[src/rtl/iir_pkg.sv]
// Shared helpers for the IIR output path: width helper, sample limits
// and the round-and-saturate used at the decimator output.
package iir_pkg;

    localparam int DW_DEFAULT = 16;
    localparam logic signed [DW_DEFAULT-1:0] SAMPLE_MAX = 16'sh7FFF;
    localparam logic signed [DW_DEFAULT-1:0] SAMPLE_MIN = 16'sh8000;

    function automatic int clog2(input int n);
        int r;
        r = 0;
        for (int i = 0; i < 31; i++) begin
            if ((1 << r) < n) r++;
        end
        return r;
    endfunction

    // Computed at 64 bits so the rounding offset can never overflow the sum.
    function automatic logic signed [63:0] sat_round(
        input logic signed [63:0] s,
        input int                 sh,
        input int                 dw
    );
        logic signed [63:0] r;
        logic signed [63:0] hi;
        logic signed [63:0] lo;
        r  = s;
        if (sh > 0) begin
            r = (s + (64'sd1 <<< (sh - 1))) >>> sh;
        end
        hi = (64'sd1 <<< (dw - 1)) - 64'sd1;
        lo = -(64'sd1 <<< (dw - 1));
        if (r > hi) begin
            r = hi;
        end else if (r < lo) begin
            r = lo;
        end
        return r;
    endfunction

endpackage

[src/rtl/iir_decim_out_if.sv]
// Sample-in / decimated-out handshake bundle of the IIR output stage.
interface iir_decim_out_if #(
    parameter int DATA_WIDTH = 16,
    parameter int LVL_WIDTH  = 3
);
    logic                         in_valid;
    logic signed [DATA_WIDTH-1:0] in_data;
    logic                         out_valid;
    logic                         out_ready;
    logic signed [DATA_WIDTH-1:0] out_data;
    logic [LVL_WIDTH-1:0]         fifo_level;
    logic                         ovf_sticky;
    logic                         clr_ovf;

    modport master (
        output in_valid, in_data, out_ready, clr_ovf,
        input  out_valid, out_data, fifo_level, ovf_sticky
    );

    modport slave (
        input  in_valid, in_data, out_ready, clr_ovf,
        output out_valid, out_data, fifo_level, ovf_sticky
    );
endinterface

[src/rtl/iir_sync_fifo_fwft.sv]
// Small first-word-fall-through FIFO with extended pointers.
// The head keeps showing the last popped word while empty.
module iir_sync_fifo_fwft
    import iir_pkg::*;
#(
    parameter  int DATA_WIDTH = 16,
    parameter  int FIFO_DEPTH = 4,
    localparam int LVL_WIDTH  = clog2(FIFO_DEPTH) + 1
) (
    input  logic                  clk,
    input  logic                  rst,
    input  logic                  push,
    input  logic [DATA_WIDTH-1:0] push_data,
    input  logic                  pop,
    output logic [DATA_WIDTH-1:0] head_data,
    output logic [LVL_WIDTH-1:0]  level,
    output logic                  full,
    output logic                  empty
);
    localparam int AW = LVL_WIDTH - 1;

    logic [DATA_WIDTH-1:0] mem_q [FIFO_DEPTH];
    logic [DATA_WIDTH-1:0] last_q;
    logic [LVL_WIDTH-1:0]  wr_q, wr_d;
    logic [LVL_WIDTH-1:0]  rd_q, rd_d;
    logic                  do_push;
    logic                  do_pop;

    assign level   = wr_q - rd_q;
    assign full    = (level == LVL_WIDTH'(FIFO_DEPTH));
    assign empty   = (level == '0);
    assign do_pop  = pop && !empty;
    // A pop in the same cycle frees the slot, so a full FIFO still accepts.
    assign do_push = push && (!full || do_pop);
    assign wr_d    = do_push ? wr_q + LVL_WIDTH'(1) : wr_q;
    assign rd_d    = do_pop ? rd_q + LVL_WIDTH'(1) : rd_q;

    assign head_data = empty ? last_q : mem_q[rd_q[AW-1:0]];

    always_ff @(posedge clk or negedge rst) begin
        if (!rst) begin
            wr_q   <= '0;
            rd_q   <= '0;
            last_q <= '0;
            for (int i = 0; i < FIFO_DEPTH; i++) begin
                mem_q[i] <= '0;
            end
        end else begin
            wr_q <= wr_d;
            rd_q <= rd_d;
            if (do_push) begin
                mem_q[wr_q[AW-1:0]] <= push_data;
            end
            if (do_pop) begin
                last_q <= mem_q[rd_q[AW-1:0]];
            end
        end
    end

endmodule

[src/rtl/iir_decim_out.sv]
// Boxcar-average decimator with round/saturate, buffered into an FWFT
// FIFO and drained over valid/ready; flags samples dropped on a stall.
module iir_decim_out
    import iir_pkg::*;
#(
    parameter int DATA_WIDTH = 16,
    parameter int DECIM_LOG2 = 2,
    parameter int FIFO_DEPTH = 4
) (
    input logic            clk,
    input logic            rst,
    iir_decim_out_if.slave bus
);
    localparam int ACC_WIDTH = DATA_WIDTH + DECIM_LOG2;
    localparam int CNT_WIDTH = (DECIM_LOG2 > 1) ? DECIM_LOG2 : 1;
    localparam logic [CNT_WIDTH-1:0] LAST_PH =
        CNT_WIDTH'((1 << DECIM_LOG2) - 1);

    logic [CNT_WIDTH-1:0]         phase_q, phase_d;
    logic signed [ACC_WIDTH-1:0]  acc_q, acc_d;
    logic signed [ACC_WIDTH-1:0]  sum;
    logic signed [DATA_WIDTH-1:0] res;
    logic                         ovf_q, ovf_d;
    logic                         last;
    logic                         push;
    logic                         pop;
    logic                         drop;
    logic                         full;
    logic                         empty;

    assign last = (phase_q == LAST_PH);
    assign sum  = acc_q + ACC_WIDTH'(bus.in_data);
    assign res  = DATA_WIDTH'(sat_round(64'(sum), DECIM_LOG2, DATA_WIDTH));
    assign push = bus.in_valid && last;
    assign pop  = bus.out_ready && !empty;
    assign drop = push && full && !pop;

    always_comb begin
        phase_d = phase_q;
        acc_d   = acc_q;
        ovf_d   = ovf_q;
        if (bus.in_valid) begin
            if (last) begin
                phase_d = '0;
                acc_d   = '0;
            end else begin
                phase_d = phase_q + CNT_WIDTH'(1);
                acc_d   = sum;
            end
        end
        // A fresh drop outranks a clear in the same cycle.
        if (drop) begin
            ovf_d = 1'b1;
        end else if (bus.clr_ovf) begin
            ovf_d = 1'b0;
        end
    end

    always_ff @(posedge clk or negedge rst) begin
        if (!rst) begin
            phase_q <= '0;
            acc_q   <= '0;
            ovf_q   <= 1'b0;
        end else begin
            phase_q <= phase_d;
            acc_q   <= acc_d;
            ovf_q   <= ovf_d;
        end
    end

    iir_sync_fifo_fwft #(
        .DATA_WIDTH (DATA_WIDTH),
        .FIFO_DEPTH (FIFO_DEPTH)
    ) u_fifo (
        .clk       (clk),
        .rst       (rst),
        .push      (push),
        .push_data (res),
        .pop       (bus.out_ready),
        .head_data (bus.out_data),
        .level     (bus.fifo_level),
        .full      (full),
        .empty     (empty)
    );

    assign bus.out_valid  = !empty;
    assign bus.ovf_sticky = ovf_q;

endmodule

[src/flat_wrapper.sv]
// flat-port wrapper written by rule: the top's interface ports become plain ports
module iir_decim_out_flat import iir_pkg::*;
#(
    parameter int DATA_WIDTH = 16,
    parameter int DECIM_LOG2 = 2,
    parameter int FIFO_DEPTH = 4
)
  (clk, rst, bus_in_valid, bus_in_data, bus_out_ready, bus_clr_ovf, bus_out_valid, bus_out_data, bus_fifo_level, bus_ovf_sticky);
  iir_decim_out_if #(.DATA_WIDTH(DATA_WIDTH), .LVL_WIDTH((3))) bus_i ();
  input logic clk;
  input logic rst;
  input wire logic [$bits(bus_i.in_valid)-1:0] bus_in_valid;
  input wire logic [$bits(bus_i.in_data)-1:0] bus_in_data;
  input wire logic [$bits(bus_i.out_ready)-1:0] bus_out_ready;
  input wire logic [$bits(bus_i.clr_ovf)-1:0] bus_clr_ovf;
  output wire logic [$bits(bus_i.out_valid)-1:0] bus_out_valid;
  output wire logic [$bits(bus_i.out_data)-1:0] bus_out_data;
  output wire logic [$bits(bus_i.fifo_level)-1:0] bus_fifo_level;
  output wire logic [$bits(bus_i.ovf_sticky)-1:0] bus_ovf_sticky;
  assign bus_i.in_valid = bus_in_valid;
  assign bus_i.in_data = bus_in_data;
  assign bus_i.out_ready = bus_out_ready;
  assign bus_i.clr_ovf = bus_clr_ovf;
  assign bus_out_valid = bus_i.out_valid;
  assign bus_out_data = bus_i.out_data;
  assign bus_fifo_level = bus_i.fifo_level;
  assign bus_ovf_sticky = bus_i.ovf_sticky;
  iir_decim_out #(.DATA_WIDTH(DATA_WIDTH), .DECIM_LOG2(DECIM_LOG2), .FIFO_DEPTH(FIFO_DEPTH)) u_core (.clk(clk), .rst(rst), .bus(bus_i));
endmodule
[config.mk]
export PLATFORM = sky130hd
export DESIGN_NAME = iir_decim_out_flat
export DESIGN_NICKNAME = d
export VERILOG_FILES = /design/src/rtl/iir_pkg.sv /design/src/rtl/iir_decim_out_if.sv /design/src/rtl/iir_sync_fifo_fwft.sv /design/src/rtl/iir_decim_out.sv /design/src/flat_wrapper.sv
export SDC_FILE = /design/constraint.sdc
export NUM_CORES = 1
export LEC_CHECK = 0
export CORE_MARGIN = 2
export CORE_UTILIZATION = 50
export CTS_BUF_LIST = sky130_fd_sc_hd__clkbuf_2
export CTS_CLUSTER_DIAMETER = 100
export DETAILED_ROUTE_END_ITERATION = 10
export HOLD_SLACK_MARGIN = 0.05
export PLACE_DENSITY = 0.69
export SYNTH_ARGS = -nofsm -noshare
export SYNTH_HDL_FRONTEND = slang
export SYNTH_SLANG_ARGS = --single-unit
[constraint.sdc]
create_clock -name clk -period 7 [get_ports clk]
set_input_delay 0.7 -clock clk [delete_from_list [all_inputs] [get_ports clk]]
set_output_delay 0.7 -clock clk [all_outputs]
set_load 0.01 [all_outputs]
==> flow_metrics.py, run 1 <==
metrics = {
    "floorplanning": {
        "start_util": 0.510,
        "rows": 40,
        "chipHeight_um": 114,
        "num_io_pins": 42,
        "die-area_um2": 13100,
        "die_w_um": 114,
        "core_area_um2": 12000,
    },
    "global_routing": {
        "grt_pass1_wl_um": 21900,
        "antenna_found_initial": 0,
        "grt_pass1_vias": 4502,
        "grt-ovfl-total": 0,
        "grt_max_degree": 74,
        "grt_use_total": 0.212,
    },
    "sta": {
        "rsz0062_at_grt": "no",
        "setup_viol": 0,
        "maxSlewViolCount": 0,
        "fmax_mhz": 218,
        "finalHoldViolations": 0,
        "min_period_ns": 4.60,
        "fin_crit_sh": 0.657,
        "worstMarginPinSlew_ns": 0.985,
        "fin_skew_ns": 0.0253,
        "max-slew-margin-rel": 0.343,
        "setup-tns-final_ns": 0,
    },
    "power_and_ir_drop": {
        "total_power_uw": 3850,
        "ir_drop_mv": 0.232,
        "power.density_nw_per_um2": 570,
        "leakage_uw": 0.00291,
    },
    "worst_setup_path": {
        "endpoint_kind": "output port",
        "cp.required_ns": 6.30,
        "worstSetupPathType": "flip-flop to output port",
        "critical_path_arrival_ns": 3.90,
        "crit_path_start_kind": "flip-flop",
        "cp_max_fo": 20,
    },
    "route": {
        "viasPerCell": 5.77,
        "drt_first_pass_iters": 5,
        "postRouteAntennaNets": 0,
        "wirelength_um": 13000,
        "wire_per_inst_um": 16.8,
        "drtIter0Drc": 164,
        "drc_errors": 0,
        "vias": 4453,
    },
    "clock_network": {
        "post_cts_buffers": 0,
        "numCtsBuffers": 9,
        "clk_latency_ns": 0.61,
        "clk_pin_slew_ns": 0.26,
        "cts.htree.levels": 3,
        "cts_root_buf": "clkbuf_2",
        "cts.sinks": 107,
        "clock_path_buffers": 2,
        "cts_tree": "yes",
    },
    "placed_design": {
        "dp_hpwl_um": 9180,
        "port_buffers": 41,
        "gp_congestion": 0.918,
    },
    "yosys": {
        "ys.flop_type": "dfrtp_1",
        "ys_seq_area_frac": 0.439,
        "synth-edff-count": 0,
        "ys_ff_latch": 107,
        "synthCells": 586,
        "ys_async_sr_fraction": 1.00,
        "synth.distinct_cells": 62,
        "netlist_area_um2": 6100,
        "synth_warnings": 0,
        "avgSynthCellArea_um2": 10.4,
        "syn_nets": 635,
    },
    "cells_and_area": {
        "fill_cells": 1044,
        "areaGrowthSynthToFinish_pct": 10.8,
        "final_common_cell": "dfrtp_1",
        "antenna_cells": 0,
        "drive_gt1_frac": 0.163,
        "post-route-util": 0.565,
        "most-common-layout-cells": "107 x dfrtp_1, 58 x nand2_1, 50 x nor2_1, 40 x clkdlybuf4s50_1, 38 x a21oi_1",
        "final_nets": 669,
    },
    "run_status": {
        "outcome": "finished, final reports clean",
    },
    "worst_hold_path": {
        "hp-class": "flip-flop to flip-flop",
    },
    "flow_run": {
        "max_cap_viol_count": 0,
    },
}
path summary, 6_finish.rpt:
path	from	endpoint	slack, ns	cells past startpoint
max in group asynchronous	rst	u_core.u_fifo.mem_q[38]	5.18	3
min	u_core.u_fifo.mem_q[43]	u_core.u_fifo.mem_q[43]	0.52	2
max	u_core.u_fifo.rd_q[1]	bus_out_data[13]	2.40	7
min reg2reg	u_core.u_fifo.mem_q[43]	u_core.u_fifo.mem_q[43]	0.52	2
min in group asynchronous	rst	u_core.u_fifo.mem_q[9]	0.53	2
max reg2reg	u_core.u_fifo.rd_q[1]	u_core.u_fifo.rd_q[1]	3.32	8
layout make-up:
class,instances,area (um2),area share
inverters,32,120,0.0178
repair buffers,45,440,0.0651
clock buffers,11,55.1,0.00814
clock inverters,5,77.6,0.0115
multi-input cells,425,3210,0.474
well taps,147,184,0.0272
flip-flops and latches,107,2680,0.396
stage by stage:
stage	area (um2)	worst slack (ns)	cells	hold slack [ns]
after floorplan	6100	3.53	586	0.404
after global placement	6620	2.81	755	0.458
after detailed placement	6620	2.65	755	0.470
after CTS	6760	2.23	772	0.484
after global routing	6760	2.06	772	0.492
final	6760	2.40	772	0.521
worst max-delay path: stages, from the launching register on:
cell             delay (ns)
dfrtp_1                0.81
fa_1                   0.60
xnor2_1                0.15
xnor2_1                0.16
nor2_1                 0.45
buf_4                  0.31
mux2_2                 0.35
clkdlybuf4s50_1        0.48
cell families after synthesis:
group                    count (synthesis)  share of synthesized area
buffers and inverters                   54                     0.0359
flip-flops                             107                      0.439
XOR/XNOR                                30                     0.0443
adder cells (fa/ha/maj)                 28                     0.0599
multiplexers                            53                      0.127
AO/OA/AOI/OAI                          149                      0.162
AND/OR/NAND/NOR                        165                      0.132
routing by layer:
metal,GRT usage,wire (um),vias to the layer above
li1,-,-,2147
met1,0.286,6060,2196
met2,0.347,6290,100
met3,0.0429,521,10
met4,0.0618,93,0
met5,0,0,-
what timing repair did:
item | CTS | global route
gates resized for setup | 0 | 0
hold buffers | 1 | 0
endpoints found under the hold margin | 34 | 0
registers in the layout, indices dropped and copies added (netlist names):
register               count
u_core.bus.ovf_sticky      1
u_core.u_fifo.wr_q         3
u_core.u_fifo.last_q      16
u_core.u_fifo.mem_q       64
u_core.phase_q             2
u_core.u_fifo.rd_q         3
u_core.acc_q              18
power breakdown:
| group | leakage, uW | internal [uW] | total [uW] | switching, uW |
|---|---|---|---|---|
| Combinational | 0.00151 | 1160 | 2450 | 1290 |
| Clock | 0.0000819 | 120 | 324 | 205 |
| Sequential | 0.00131 | 908 | 1080 | 176 |
| Total | 0.00291 | 2190 | 3850 | 1670 |
cells in the mapped netlist (19+ instances only):
cell type | number | share of area
a21oi_1 | 38 | 0.031
clkbuf_1 | 19 | 0.012
dfrtp_1 | 107 | 0.44
ha_1 | 26 | 0.053
inv_1 | 32 | 0.020
mux2_2 | 35 | 0.065
nand2_1 | 58 | 0.036
nor2_1 | 50 | 0.031
o21ai_0 | 34 | 0.028
o21ai_1 | 20 | 0.016
xnor2_1 | 20 | 0.029
No activity file was read; power rests on OpenSTA's default activity.
==> inputs of run 2 (changes only) <==
- PLACE_DENSITY: 0.69 -> 0.72
- clock period: 7 -> 4.02 ns (I/O delays scaled with it)
==> flow_metrics.py, run 2 (synthesis gave the netlist of run 1 again) <==
metrics = {
    "clock_network": {
        "clk_latency_ns": 0.62,
        "cts_resized": 0,
        "clock_path_buffers": 2,
        "cts_root_buf": "clkbuf_2",
        "cts.htree.levels": 3,
        "clk_pin_slew_ns": 0.28,
        "numCtsBuffers": 9,
        "cts_tree": "yes",
        "cts.sinks": 107,
    },
    "global_routing": {
        "grt_use_total": 0.208,
        "grt-ovfl-total": 0,
        "grt_max_degree": 83,
        "grt_pass1_vias": 4373,
        "antenna_found_initial": 0,
        "grt_pass1_wl_um": 21300,
    },
    "placed_design": {
        "dp_hpwl_um": 9230,
        "pre_cts_ws_ns": 0.129,
        "gp_congestion": 0.864,
        "placed_area_um2": 6710,
        "port_buffers": 41,
    },
    "route": {
        "drt_first_pass_iters": 4,
        "drc_errors": 0,
        "vias": 4433,
        "viasPerCell": 5.65,
        "wirelength_um": 12800,
        "drtIter0Drc": 192,
        "postRouteAntennaNets": 0,
        "wire_per_inst_um": 16.3,
    },
    "worst_setup_path": {
        "crit_slowest_cell": "clkdlybuf4s50_1",
        "cp_num_buf_inv": 3,
        "cp_max_fo": 8,
        "r2r_cells": 12,
        "crit_path_start_kind": "flip-flop",
        "endpoint_kind": "output port",
        "crit_top_cell": "xnor2_1",
        "cpLargestDelayFamily": "buffers and inverters",
        "critical_path_arrival_ns": 3.31,
        "worstSetupPathType": "flip-flop to output port",
        "critical_path.max_stage_delay_ns": 0.49,
        "crit_chain": "inv_1 -> ha_1 -> fa_1 -> xnor2_1 -> xnor2_1 -> nor2_1 -> buf_4 -> mux2_2 -> clkdlybuf4s50_1",
        "cp.required_ns": 3.62,
        "worst-path-stages": 9,
    },
    "cells_and_area": {
        "final_common_cell": "dfrtp_1",
        "stdcell_area_um2": 6840,
        "regMostFlops": "u_core.u_fifo.mem_q",
        "drive_gt1_frac": 0.176,
        "most-common-layout-cells": "107 x dfrtp_1, 58 x nand2_1, 50 x nor2_1, 40 x clkdlybuf4s50_1, 38 x a21oi_1",
        "antenna_cells": 0,
        "post-route-util": 0.572,
        "reg_top3": "u_core.u_fifo.mem_q: 64 flops, u_core.acc_q: 18 flops, u_core.u_fifo.last_q: 16 flops",
        "largest_reg_flops": 64,
        "fill_cells": 1020,
        "final_nets": 681,
        "areaGrowthSynthToFinish_pct": 12.0,
    },
    "floorplanning": {
        "core_area_um2": 12000,
        "die-area_um2": 13100,
        "die_w_um": 114,
        "chipHeight_um": 114,
        "rows": 40,
        "start_util": 0.510,
        "num_io_pins": 42,
    },
    "power_and_ir_drop": {
        "power.density_nw_per_um2": 990,
        "leakage_uw": 0.00295,
        "ir_drop_mv": 0.431,
        "total_power_uw": 6770,
    },
    "worst_hold_path": {
        "hold_path_depth": 2,
        "hp-class": "primary input to flip-flop",
    },
    "sta": {
        "worstMarginPinSlew_ns": 1.04,
        "finalHoldViolations": 0,
        "min_period_ns": 3.72,
        "worst_slack_ns": 0.304,
        "rsz0062_at_grt": "no",
        "setup-tns-final_ns": 0,
        "max-slew-margin-rel": 0.309,
        "fin_crit_sh": 0.924,
        "setup_viol": 0,
        "fin_skew_ns": 0.0360,
        "maxSlewViolCount": 0,
        "fmax_mhz": 269,
    },
    "flow_run": {
        "max_cap_viol_count": 0,
    },
    "run_status": {
        "outcome": "finished, final reports clean",
    },
}
==> run 2: cell types whose count changed in the layout (fill, tap and decap cells not counted), sizes merged <==
cell / before / now
inv: 32 / 34
clkbuf: 11 / 9
clkinv: 2 / 3
buf: 4 / 16
bufinv: 2 / 1
==> run 2: what timing repair did <==
item | CTS | global route
hold endpoints to repair | 81 | 0
buffers inserted | 0 | 0
hold buffers | 1 | 0
==> run 2: layout make-up <==
class | instances | area [um2] | area share
Inverter | 32 | 120 | 0.0176
Tap cell | 147 | 184 | 0.0269
Multi-Input combinational cell | 425 | 3210 | 0.469
Clock inverter | 7 | 73.8 | 0.0108
Sequential cell | 107 | 2680 | 0.392
Clock buffer | 9 | 45.0 | 0.00659
Timing Repair Buffer | 57 | 531 | 0.0776
==> run 2: where the power goes <==
group	leakage [uW]	internal [uW]	switching, uW
logic	0.00157	2110	2290
registers	0.00131	1580	268
clock network	0.0000695	147	368
==> run 2: routing by layer <==
layer / share of wire / global-route usage / up-vias / wire (um)
met2: 0.49 / 0.348 / 79 / 6230
met5: 0 / 0 / - / 0
met4: 0.0089 / 0.0390 / 0 / 114
li1: - / - / 2165 / -
met1: 0.47 / 0.279 / 2179 / 5970
met3: 0.039 / 0.0498 / 10 / 506
==> run 2: final timing paths <==
path	startpoint	to	slack [ns]
setup / recovery	u_core.u_fifo.wr_q[0]	bus_out_data[6]	0.30
hold / removal	bus_clr_ovf	u_core.bus.ovf_sticky	0.32
setup reg to reg	u_core.acc_q[0]	u_core.u_fifo.mem_q[33]	0.63
hold reg to reg	u_core.u_fifo.rd_q[2]	u_core.u_fifo.rd_q[2]	0.51
max in group asynchronous	rst	u_core.u_fifo.mem_q[23]	2.61
min in group asynchronous	rst	u_core.u_fifo.last_q[4]	0.45
==> run 2: metrics by stage <==
| stage | cells | hold WS, ns |
|---|---|---|
| 2_1_floorplan | 586 | 0.106 |
| 3_3_place_gp | 767 | 0.457 |
| 3_5_place_dp | 767 | 0.467 |
| 4_1_cts | 784 | 0.264 |
| 5_1_grt | 784 | 0.258 |
| 6_report | 784 | 0.318 |
